==> src/rtl/decode_pipe_stage_pkg.sv <==
// ============================================================================
// Module : decode_pipe_stage_pkg
// Desc   : MIPS decode-stage constants: field positions, widths, sign extend.
// Rev    : 1.0
// ============================================================================
`default_nettype none

package decode_pipe_stage_pkg;

   localparam int INSTR_W  = 32;
   localparam int OPCODE_W = 6;
   localparam int FIELD_W  = 5;
   localparam int IMM_W    = 16;

   localparam int OP_LSB   = 26;
   localparam int RS_LSB   = 21;
   localparam int RT_LSB   = 16;
   localparam int RD_LSB   = 11;
   localparam int IMM_LSB  = 0;

   localparam int REG0     = 0;

   localparam int WB_W_DEF        = 2;
   localparam int M_W_DEF         = 3;
   localparam int EX_W_DEF        = 4;
   localparam int MEMREAD_BIT_DEF = 1;

   function automatic logic [INSTR_W-1:0] sign_ext16(input logic [IMM_W-1:0] v);
      return {{(INSTR_W-IMM_W){v[IMM_W-1]}}, v};
   endfunction

endpackage

`default_nettype wire

==> src/rtl/decode_pipe_stage_if.sv <==
// ============================================================================
// Module : decode_pipe_stage_if
// Desc   : Fetch, control-unit, register-file, write-back and ID/EX signals.
// Rev    : 1.0
// ============================================================================
`default_nettype none

interface decode_pipe_stage_if
   import decode_pipe_stage_pkg::*;
#(
   parameter int DATA_W = 32,
   parameter int ADDR_W = 32,
   parameter int REG_AW = FIELD_W,
   parameter int WB_W   = WB_W_DEF,
   parameter int M_W    = M_W_DEF,
   parameter int EX_W   = EX_W_DEF
);
   logic [ADDR_W-1:0]   if_pc;
   logic [INSTR_W-1:0]  if_instr;
   logic                if_valid;
   logic                flush;
   logic [OPCODE_W-1:0] id_opcode;
   logic [WB_W-1:0]     ctrl_wb;
   logic [M_W-1:0]      ctrl_m;
   logic [EX_W-1:0]     ctrl_ex;
   logic [REG_AW-1:0]   rf_ra1;
   logic [REG_AW-1:0]   rf_ra2;
   logic [DATA_W-1:0]   rf_rd1;
   logic [DATA_W-1:0]   rf_rd2;
   logic                wb_we;
   logic [REG_AW-1:0]   wb_wa;
   logic [DATA_W-1:0]   wb_wd;
   logic                pc_write;
   logic                ex_valid;
   logic [WB_W-1:0]     ex_wb;
   logic [M_W-1:0]      ex_m;
   logic [EX_W-1:0]     ex_ex;
   logic [ADDR_W-1:0]   ex_pc;
   logic [DATA_W-1:0]   ex_rs_data;
   logic [DATA_W-1:0]   ex_rt_data;
   logic [INSTR_W-1:0]  ex_imm;
   logic [REG_AW-1:0]   ex_rs;
   logic [REG_AW-1:0]   ex_rt;
   logic [REG_AW-1:0]   ex_rd;

   modport master (
      output if_pc, if_instr, if_valid, flush,
      output ctrl_wb, ctrl_m, ctrl_ex, rf_rd1, rf_rd2,
      output wb_we, wb_wa, wb_wd,
      input  id_opcode, rf_ra1, rf_ra2, pc_write,
      input  ex_valid, ex_wb, ex_m, ex_ex, ex_pc,
      input  ex_rs_data, ex_rt_data, ex_imm, ex_rs, ex_rt, ex_rd
   );

   modport slave (
      input  if_pc, if_instr, if_valid, flush,
      input  ctrl_wb, ctrl_m, ctrl_ex, rf_rd1, rf_rd2,
      input  wb_we, wb_wa, wb_wd,
      output id_opcode, rf_ra1, rf_ra2, pc_write,
      output ex_valid, ex_wb, ex_m, ex_ex, ex_pc,
      output ex_rs_data, ex_rt_data, ex_imm, ex_rs, ex_rt, ex_rd
   );

endinterface

`default_nettype wire

==> src/rtl/decode_pipe_stage_hazard_detect.sv <==
// ============================================================================
// Module : hazard_detect
// Desc   : Load-use hazard: a load in ID/EX writes a register the ID instr reads.
// Rev    : 1.0
// ============================================================================
`default_nettype none

module hazard_detect
   import decode_pipe_stage_pkg::*;
#(
   parameter int REG_AW = FIELD_W
)(
   input  logic              ifid_valid_i,
   input  logic              ex_valid_i,
   input  logic              ex_memread_i,
   input  logic [REG_AW-1:0] ex_rt_i,
   input  logic [REG_AW-1:0] id_rs_i,
   input  logic [REG_AW-1:0] id_rt_i,
   output logic              haz_o
);

   assign haz_o = ifid_valid_i && ex_valid_i && ex_memread_i &&
                  (ex_rt_i != REG_AW'(REG0)) &&
                  ((ex_rt_i == id_rs_i) || (ex_rt_i == id_rt_i));

endmodule

`default_nettype wire

==> src/rtl/decode_pipe_stage.sv <==
// ============================================================================
// Module : decode_pipe_stage
// Desc   : IF/ID + ID/EX registers with load-use stall, flush and bubbles.
//          Optional ID_WB_BYPASS_EN forwards write-back data into ID operands.
// Rev    : 1.0
// ============================================================================
`default_nettype none

module decode_pipe_stage
   import decode_pipe_stage_pkg::*;
#(
   parameter int DATA_W      = 32,
   parameter int ADDR_W      = 32,
   parameter int REG_AW      = FIELD_W,
   parameter int WB_W        = WB_W_DEF,
   parameter int M_W         = M_W_DEF,
   parameter int EX_W        = EX_W_DEF,
   parameter int MEMREAD_BIT = MEMREAD_BIT_DEF
)(
   input  logic               clk,
   input  logic               rst,
   decode_pipe_stage_if.slave bus
);

   typedef struct packed {
      logic                valid;
      logic [WB_W-1:0]     wb;
      logic [M_W-1:0]      m;
      logic [EX_W-1:0]     ex;
      logic [ADDR_W-1:0]   pc;
      logic [DATA_W-1:0]   rs_data;
      logic [DATA_W-1:0]   rt_data;
      logic [INSTR_W-1:0]  imm;
      logic [REG_AW-1:0]   rs;
      logic [REG_AW-1:0]   rt;
      logic [REG_AW-1:0]   rd;
   } idex_t;

   logic [ADDR_W-1:0]  ifid_pc_q, ifid_pc_d;
   logic [INSTR_W-1:0] ifid_instr_q, ifid_instr_d;
   logic               ifid_valid_q, ifid_valid_d;
   idex_t              idex_q, idex_d;

   logic [REG_AW-1:0]  id_rs, id_rt, id_rd;
   logic [DATA_W-1:0]  op_a, op_b;
   logic               haz;

   assign id_rs = REG_AW'(ifid_instr_q[RS_LSB +: FIELD_W]);
   assign id_rt = REG_AW'(ifid_instr_q[RT_LSB +: FIELD_W]);
   assign id_rd = REG_AW'(ifid_instr_q[RD_LSB +: FIELD_W]);

   hazard_detect #(
      .REG_AW (REG_AW)
   ) u_hazard_detect (
      .ifid_valid_i (ifid_valid_q),
      .ex_valid_i   (idex_q.valid),
      .ex_memread_i (idex_q.m[MEMREAD_BIT]),
      .ex_rt_i      (idex_q.rt),
      .id_rs_i      (id_rs),
      .id_rt_i      (id_rt),
      .haz_o        (haz)
   );

`ifdef ID_WB_BYPASS_EN
   logic wb_hit_rs, wb_hit_rt;
   assign wb_hit_rs = bus.wb_we && (bus.wb_wa != REG_AW'(REG0)) && (bus.wb_wa == id_rs);
   assign wb_hit_rt = bus.wb_we && (bus.wb_wa != REG_AW'(REG0)) && (bus.wb_wa == id_rt);
   assign op_a      = wb_hit_rs ? bus.wb_wd : bus.rf_rd1;
   assign op_b      = wb_hit_rt ? bus.wb_wd : bus.rf_rd2;
`else
   // Register file resolves same-cycle write/read itself; write-back port unused.
   logic unused_wb;
   assign unused_wb = ^{bus.wb_we, bus.wb_wa, bus.wb_wd};
   assign op_a      = bus.rf_rd1;
   assign op_b      = bus.rf_rd2;
`endif

   // Priority: flush > hazard > normal advance (reset handled in the register).
   always_comb begin
      ifid_pc_d      = bus.if_pc;
      ifid_instr_d   = bus.if_instr;
      ifid_valid_d   = bus.if_valid;

      idex_d         = '0;
      idex_d.valid   = ifid_valid_q;
      idex_d.wb      = ifid_valid_q ? bus.ctrl_wb : '0;
      idex_d.m       = ifid_valid_q ? bus.ctrl_m  : '0;
      idex_d.ex      = ifid_valid_q ? bus.ctrl_ex : '0;
      idex_d.pc      = ifid_pc_q;
      idex_d.rs_data = op_a;
      idex_d.rt_data = op_b;
      idex_d.imm     = sign_ext16(ifid_instr_q[IMM_LSB +: IMM_W]);
      idex_d.rs      = id_rs;
      idex_d.rt      = id_rt;
      idex_d.rd      = id_rd;

      if (bus.flush) begin
         ifid_pc_d    = '0;
         ifid_instr_d = '0;
         ifid_valid_d = 1'b0;
         idex_d       = '0;
      end else if (haz) begin
         ifid_pc_d    = ifid_pc_q;
         ifid_instr_d = ifid_instr_q;
         ifid_valid_d = ifid_valid_q;
         idex_d       = '0;
      end
   end

   always_ff @(posedge clk) begin
      if (rst) begin
         ifid_pc_q    <= '0;
         ifid_instr_q <= '0;
         ifid_valid_q <= 1'b0;
         idex_q       <= '0;
      end else begin
         ifid_pc_q    <= ifid_pc_d;
         ifid_instr_q <= ifid_instr_d;
         ifid_valid_q <= ifid_valid_d;
         idex_q       <= idex_d;
      end
   end

   // Reset term keeps the PC enabled before the registers hold known values.
   assign bus.pc_write   = rst || !haz || bus.flush;

   assign bus.id_opcode  = ifid_instr_q[OP_LSB +: OPCODE_W];
   assign bus.rf_ra1     = id_rs;
   assign bus.rf_ra2     = id_rt;

   assign bus.ex_valid   = idex_q.valid;
   assign bus.ex_wb      = idex_q.wb;
   assign bus.ex_m       = idex_q.m;
   assign bus.ex_ex      = idex_q.ex;
   assign bus.ex_pc      = idex_q.pc;
   assign bus.ex_rs_data = idex_q.rs_data;
   assign bus.ex_rt_data = idex_q.rt_data;
   assign bus.ex_imm     = idex_q.imm;
   assign bus.ex_rs      = idex_q.rs;
   assign bus.ex_rt      = idex_q.rt;
   assign bus.ex_rd      = idex_q.rd;

endmodule

`default_nettype wire

==> src/flat_wrapper.sv <==
// flat-port wrapper written by rule: the top's interface ports become plain ports
module decode_pipe_stage_flat import decode_pipe_stage_pkg::*;
#(
   parameter int DATA_W      = 32,
   parameter int ADDR_W      = 32,
   parameter int REG_AW      = FIELD_W,
   parameter int WB_W        = WB_W_DEF,
   parameter int M_W         = M_W_DEF,
   parameter int EX_W        = EX_W_DEF,
   parameter int MEMREAD_BIT = MEMREAD_BIT_DEF
)
  (clk, rst, bus_if_pc, bus_if_instr, bus_if_valid, bus_flush, bus_ctrl_wb, bus_ctrl_m, bus_ctrl_ex, bus_rf_rd1, bus_rf_rd2, bus_wb_we, bus_wb_wa, bus_wb_wd, bus_id_opcode, bus_rf_ra1, bus_rf_ra2, bus_pc_write, bus_ex_valid, bus_ex_wb, bus_ex_m, bus_ex_ex, bus_ex_pc, bus_ex_rs_data, bus_ex_rt_data, bus_ex_imm, bus_ex_rs, bus_ex_rt, bus_ex_rd);
  decode_pipe_stage_if #(.DATA_W(DATA_W), .ADDR_W(ADDR_W), .REG_AW(REG_AW), .WB_W(WB_W), .M_W(M_W), .EX_W(EX_W)) bus_i ();
  input  logic clk;
  input  logic rst;
  input wire logic [$bits(bus_i.if_pc)-1:0] bus_if_pc;
  input wire logic [$bits(bus_i.if_instr)-1:0] bus_if_instr;
  input wire logic [$bits(bus_i.if_valid)-1:0] bus_if_valid;
  input wire logic [$bits(bus_i.flush)-1:0] bus_flush;
  input wire logic [$bits(bus_i.ctrl_wb)-1:0] bus_ctrl_wb;
  input wire logic [$bits(bus_i.ctrl_m)-1:0] bus_ctrl_m;
  input wire logic [$bits(bus_i.ctrl_ex)-1:0] bus_ctrl_ex;
  input wire logic [$bits(bus_i.rf_rd1)-1:0] bus_rf_rd1;
  input wire logic [$bits(bus_i.rf_rd2)-1:0] bus_rf_rd2;
  input wire logic [$bits(bus_i.wb_we)-1:0] bus_wb_we;
  input wire logic [$bits(bus_i.wb_wa)-1:0] bus_wb_wa;
  input wire logic [$bits(bus_i.wb_wd)-1:0] bus_wb_wd;
  output wire logic [$bits(bus_i.id_opcode)-1:0] bus_id_opcode;
  output wire logic [$bits(bus_i.rf_ra1)-1:0] bus_rf_ra1;
  output wire logic [$bits(bus_i.rf_ra2)-1:0] bus_rf_ra2;
  output wire logic [$bits(bus_i.pc_write)-1:0] bus_pc_write;
  output wire logic [$bits(bus_i.ex_valid)-1:0] bus_ex_valid;
  output wire logic [$bits(bus_i.ex_wb)-1:0] bus_ex_wb;
  output wire logic [$bits(bus_i.ex_m)-1:0] bus_ex_m;
  output wire logic [$bits(bus_i.ex_ex)-1:0] bus_ex_ex;
  output wire logic [$bits(bus_i.ex_pc)-1:0] bus_ex_pc;
  output wire logic [$bits(bus_i.ex_rs_data)-1:0] bus_ex_rs_data;
  output wire logic [$bits(bus_i.ex_rt_data)-1:0] bus_ex_rt_data;
  output wire logic [$bits(bus_i.ex_imm)-1:0] bus_ex_imm;
  output wire logic [$bits(bus_i.ex_rs)-1:0] bus_ex_rs;
  output wire logic [$bits(bus_i.ex_rt)-1:0] bus_ex_rt;
  output wire logic [$bits(bus_i.ex_rd)-1:0] bus_ex_rd;
  assign bus_i.if_pc = bus_if_pc;
  assign bus_i.if_instr = bus_if_instr;
  assign bus_i.if_valid = bus_if_valid;
  assign bus_i.flush = bus_flush;
  assign bus_i.ctrl_wb = bus_ctrl_wb;
  assign bus_i.ctrl_m = bus_ctrl_m;
  assign bus_i.ctrl_ex = bus_ctrl_ex;
  assign bus_i.rf_rd1 = bus_rf_rd1;
  assign bus_i.rf_rd2 = bus_rf_rd2;
  assign bus_i.wb_we = bus_wb_we;
  assign bus_i.wb_wa = bus_wb_wa;
  assign bus_i.wb_wd = bus_wb_wd;
  assign bus_id_opcode = bus_i.id_opcode;
  assign bus_rf_ra1 = bus_i.rf_ra1;
  assign bus_rf_ra2 = bus_i.rf_ra2;
  assign bus_pc_write = bus_i.pc_write;
  assign bus_ex_valid = bus_i.ex_valid;
  assign bus_ex_wb = bus_i.ex_wb;
  assign bus_ex_m = bus_i.ex_m;
  assign bus_ex_ex = bus_i.ex_ex;
  assign bus_ex_pc = bus_i.ex_pc;
  assign bus_ex_rs_data = bus_i.ex_rs_data;
  assign bus_ex_rt_data = bus_i.ex_rt_data;
  assign bus_ex_imm = bus_i.ex_imm;
  assign bus_ex_rs = bus_i.ex_rs;
  assign bus_ex_rt = bus_i.ex_rt;
  assign bus_ex_rd = bus_i.ex_rd;
  decode_pipe_stage #(.DATA_W(DATA_W), .ADDR_W(ADDR_W), .REG_AW(REG_AW), .WB_W(WB_W), .M_W(M_W), .EX_W(EX_W), .MEMREAD_BIT(MEMREAD_BIT)) u_core (.clk(clk), .rst(rst), .bus(bus_i));
endmodule
==> config.mk <==
export PLATFORM = sky130hd
export DESIGN_NAME = decode_pipe_stage_flat
export DESIGN_NICKNAME = d
export VERILOG_FILES = /design/src/rtl/decode_pipe_stage_pkg.sv /design/src/rtl/decode_pipe_stage_if.sv /design/src/rtl/decode_pipe_stage_hazard_detect.sv /design/src/rtl/decode_pipe_stage.sv /design/src/flat_wrapper.sv
export SDC_FILE = /design/constraint.sdc
export NUM_CORES = 1
export LEC_CHECK = 0
export BUFFER_PORTS_ARGS = -buffer_cell sky130_fd_sc_hd__buf_2
export CORE_UTILIZATION = 34
export DETAILED_ROUTE_END_ITERATION = 10
export SLEW_MARGIN = 30
export SYNTH_ARGS = -nofsm -noshare
export SYNTH_HDL_FRONTEND = slang
export SYNTH_SLANG_ARGS = --single-unit
==> constraint.sdc <==
create_clock -name clk -period 3.6 [get_ports clk]
set_input_delay 0.36 -clock clk [delete_from_list [all_inputs] [get_ports clk]]
set_output_delay 0.36 -clock clk [all_outputs]
set_load 0.01 [all_outputs]
==> reports/results.tsv <==
stage	metric	value	unit
power	static leakage	4.02	nW
synthesis	area of the mapped netlist	0.00652	mm²
outcome	result of the run	complete, no violations	
clocking	clock edge transition at the registers on the reported setup and hold paths	80	ps
power	switching power	1.11	mW
clocking	clock buffer count from CTS	17	
sta	number of max-slew violations in the final report	0	
sta	number of endpoints failing setup at the final stage	0	
die	Chip Height	140	µm
layout	leading cell types in the layout, fill and taps excluded	sky130_fd_sc_hd__buf_2, sky130_fd_sc_hd__dfxtp_1, sky130_fd_sc_hd__and2_1	
synthesis	count of distinct cell types in the synthesized netlist	22	
global_route	global-route wire length before repair	25800	µm
place	hpwl dp	11500	µm
synthesis	Post-Synthesis Net Count	815	
sta	setup repair after global routing missed its margin	false	
power	portion of total power attributed to the clock network	0.409	
hold_path	HP Class	input port to flop	
die	Initial Utilization	0.347	
setup_path	data required time at the worst endpoint	3240	ps
synthesis	flops & latches, synth	197	
power	fraction of power consumed by combinational cells	0.077	
global_route	aggregate global-route resource usage	0.173	
synthesis	EDFF count, synth	0	
sta	Layout Skew	13.2	ps
place	gpl congestion	0.775	
route	wirelength, routed	17300	µm
clocking	buffer type at the clock tree root	sky130_fd_sc_hd__clkbuf_16	
setup_path	Critical Path Source Type	flop	
route	number of design-rule violations left by the first detailed-router iteration	217	
clocking	number of gates resized after cts	0	
route	total number of vias	5120	
clocking	source-to-sink clock delay at the later pin of the worst-skew pair	420	ps
sta	final sum of negative setup slack	0	ps
die	count of boundary I/O pins	349	
setup_path	top fanout value on the critical path	42	
synthesis	sequential-to-total area share from yosys stat	0.605	
sta	Fin. Hold Viols	0	
setup_path	critical path arrival	2140	ps
layout	layout-stage area growth over the synthesis result	28.9	%
global_route	antenna violations before repair	2	
layout	number of filler instances in the final layout	1871	
setup_path	critical path, cell by cell	xnor2_1 -> nand3_1 -> o22a_2 -> nor2_1 -> nand2_1 -> buf_2	
synthesis	synthesized instance count	636	
die	die width	140	µm
die	Total Die Area	0.0197	mm²
sta	worst max-slew margin expressed relative to the limit	0.492	
setup_path	Critical Path End Type	output port	
clocking	clock tree sinks	197	
route	per-cell routed wire length	15.3	µm
power	worst vdd rail ir drop	0.290	mV
route	number of antenna-violating nets in the routed design	0	
layout	fraction of final layout cells with drive strength greater than 1	0.394	
layout	core utilization of the finished layout	0.448	
die	area of the placeable core	0.0188	mm²
synthesis	Synth warnings	0	
layout	most frequent standard cell in the layout excluding fill and tap cells	sky130_fd_sc_hd__buf_2	
sta	post-route clock period utilization	0.694	
route	length of the first detailed-routing pass in iterations	4	
place	Port Buf Inserts	310	
power	PwrDens	526	mW/mm²
setup_path	Worst path max stage delay	670	ps
layout	register area	0.00394	mm²
synthesis	fraction of synthesis flops using an asynchronous set or reset pin	0	
clocking	setup repair bufs after CTS	0	
sta	slew at the pin closest to its max-slew limit	762	ps
synthesis	dominant synthesized flop cell	sky130_fd_sc_hd__dfxtp_1	
clocking	deepest level of the CTS H-tree	4	
power	switch share	0.250	
global_route	number of global-route vias before repair	4575	
sta	highest clock rate	401	MHz
route	DR DRC count	0	
synthesis	average footprint of a synthesized cell	10.2	µm²
power	portion of total power attributed to sequential cells	0.514	
layout	net count reported at finish	1063	
sta	Tmin final	2500	ps
setup_path	slowest stage cell, crit path	sky130_fd_sc_hd__o22a_2	
clocking	hold-fix buffer count after cts	0	
global_route	pin count of the biggest net entering global routing	69	
route	ratio of routed vias to standard cells	4.51	
global_route	leftover overflow at the end of global routing	0	
layout	multi-input gate area in the final layout	0.00199	mm²
clocking	CTS tree	built	
clocking	maximum number of buffers from clock root to sink	2	
setup_path	critical path start-end classification	flop to output port	
die	count of standard-cell rows	50	
run	Max Cap Violations	0	
power	cell internal pwr	3.31	mW
-- final cells by class --
type	instances	share of cell area
Clock buffer	19	0.0527
Clock inverter	13	0.0139
Tap cell	234	0.0349
Sequential cell	197	0.469
Timing Repair Buffer	317	0.191
Multi-Input combinational cell	351	0.237
Antenna cell	3	0.000894
-- power by group through the flow --
stage	clock (mW)	combinational, mW	sequential [mW]
2_1_floorplan	0	0.188	2.34
3_3_place_gp	0	0.347	2.32
3_5_place_dp	0	0.347	2.33
4_1_cts	1.86	0.348	2.28
5_1_grt	1.96	0.375	2.28
6_report	1.81	0.341	2.27
-- cells by family after synthesis --
logic type	synth area share
flops	0.605
compound gates	0.105
buf+inv	0.0902
xor+xnor	0.0134
simple gates	0.186
-- metrics by stage --
| stage | hold WS (ps) | cells | power, mW | instance area (µm²) | worst slack (ps) |
|---|---|---|---|---|---|
| floorplan | 429 | 636 | 2.53 | 6520 | 1810 |
| global route | 104 | 1132 | 4.61 | 8400 | 866 |
| CTS | 112 | 1131 | 4.49 | 8390 | 1010 |
| finish | 130 | 1134 | 4.42 | 8400 | 1100 |
| detailed placement | 438 | 1099 | 2.67 | 7830 | 1420 |
| global placement | 434 | 1099 | 2.67 | 7830 | 1440 |
-- worst paths after layout --
| check | cells past startpoint | to | from | slack [ps] |
|---|---|---|---|---|
| max | 6 | bus_pc_write | u_core.bus.ex_rt[4] | 1100 |
| min | 2 | u_core.bus.ex_rs_data[14] | bus_rf_rd1[14] | 130 |
| max reg2reg | 6 | u_core.ifid_instr_q[20] | u_core.bus.ex_rt[4] | 1460 |
| min reg2reg | 1 | u_core.bus.ex_pc[7] | u_core.ifid_pc_q[7] | 450 |
-- state kept, by name, indices dropped and copies added, names as in the netlist --
signal / cells
u_core.ifid_valid_q: 1
u_core.bus.ex_rd: 5
u_core.bus.ex_valid: 1
u_core.bus.ex_pc: 32
u_core.bus.ex_imm: 11
u_core.bus.ex_rt: 5
u_core.ifid_instr_q: 32
u_core.bus.ex_ex: 4
u_core.bus.ex_rs_data: 32
u_core.bus.ex_m: 3
u_core.bus.ex_wb: 2
u_core.ifid_pc_q: 32
u_core.bus.ex_rs: 5
u_core.bus.ex_rt_data: 32
-- cells in the mapped netlist (3+ instances only) --
library cell / number / area, µm²
sky130_fd_sc_hd__buf_2: 9 / 45.0
sky130_fd_sc_hd__a21oi_1: 64 / 320
sky130_fd_sc_hd__and3_1: 9 / 56.3
sky130_fd_sc_hd__o21ai_0: 64 / 320
sky130_fd_sc_hd__xnor2_1: 10 / 87.6
sky130_fd_sc_hd__nor2_1: 3 / 11.3
sky130_fd_sc_hd__buf_4: 46 / 345
sky130_fd_sc_hd__nand2_1: 4 / 15.0
sky130_fd_sc_hd__clkbuf_1: 19 / 71.3
sky130_fd_sc_hd__clkbuf_2: 5 / 25.0
sky130_fd_sc_hd__nand3_1: 66 / 330
sky130_fd_sc_hd__buf_6: 9 / 101
sky130_fd_sc_hd__dfxtp_1: 197 / 3940
sky130_fd_sc_hd__and2_1: 123 / 769
-- critical path, delay by kind of cell (launching register included) --
kind            cells  cell delay, ps
buf+inv             1             130
simple gates        3             400
flops               1             420
compound gates      1             670
xor+xnor            1              90
-- routing by layer --
metal,track usage,share of wire,vias up
li1,-,-,2560
met1,0.196,0.40,2362
met2,0.303,0.51,187
met3,0.0615,0.077,11
met4,0.0497,0.011,0
met5,0,0,-
No activity file was read; power rests on OpenSTA's default activity.
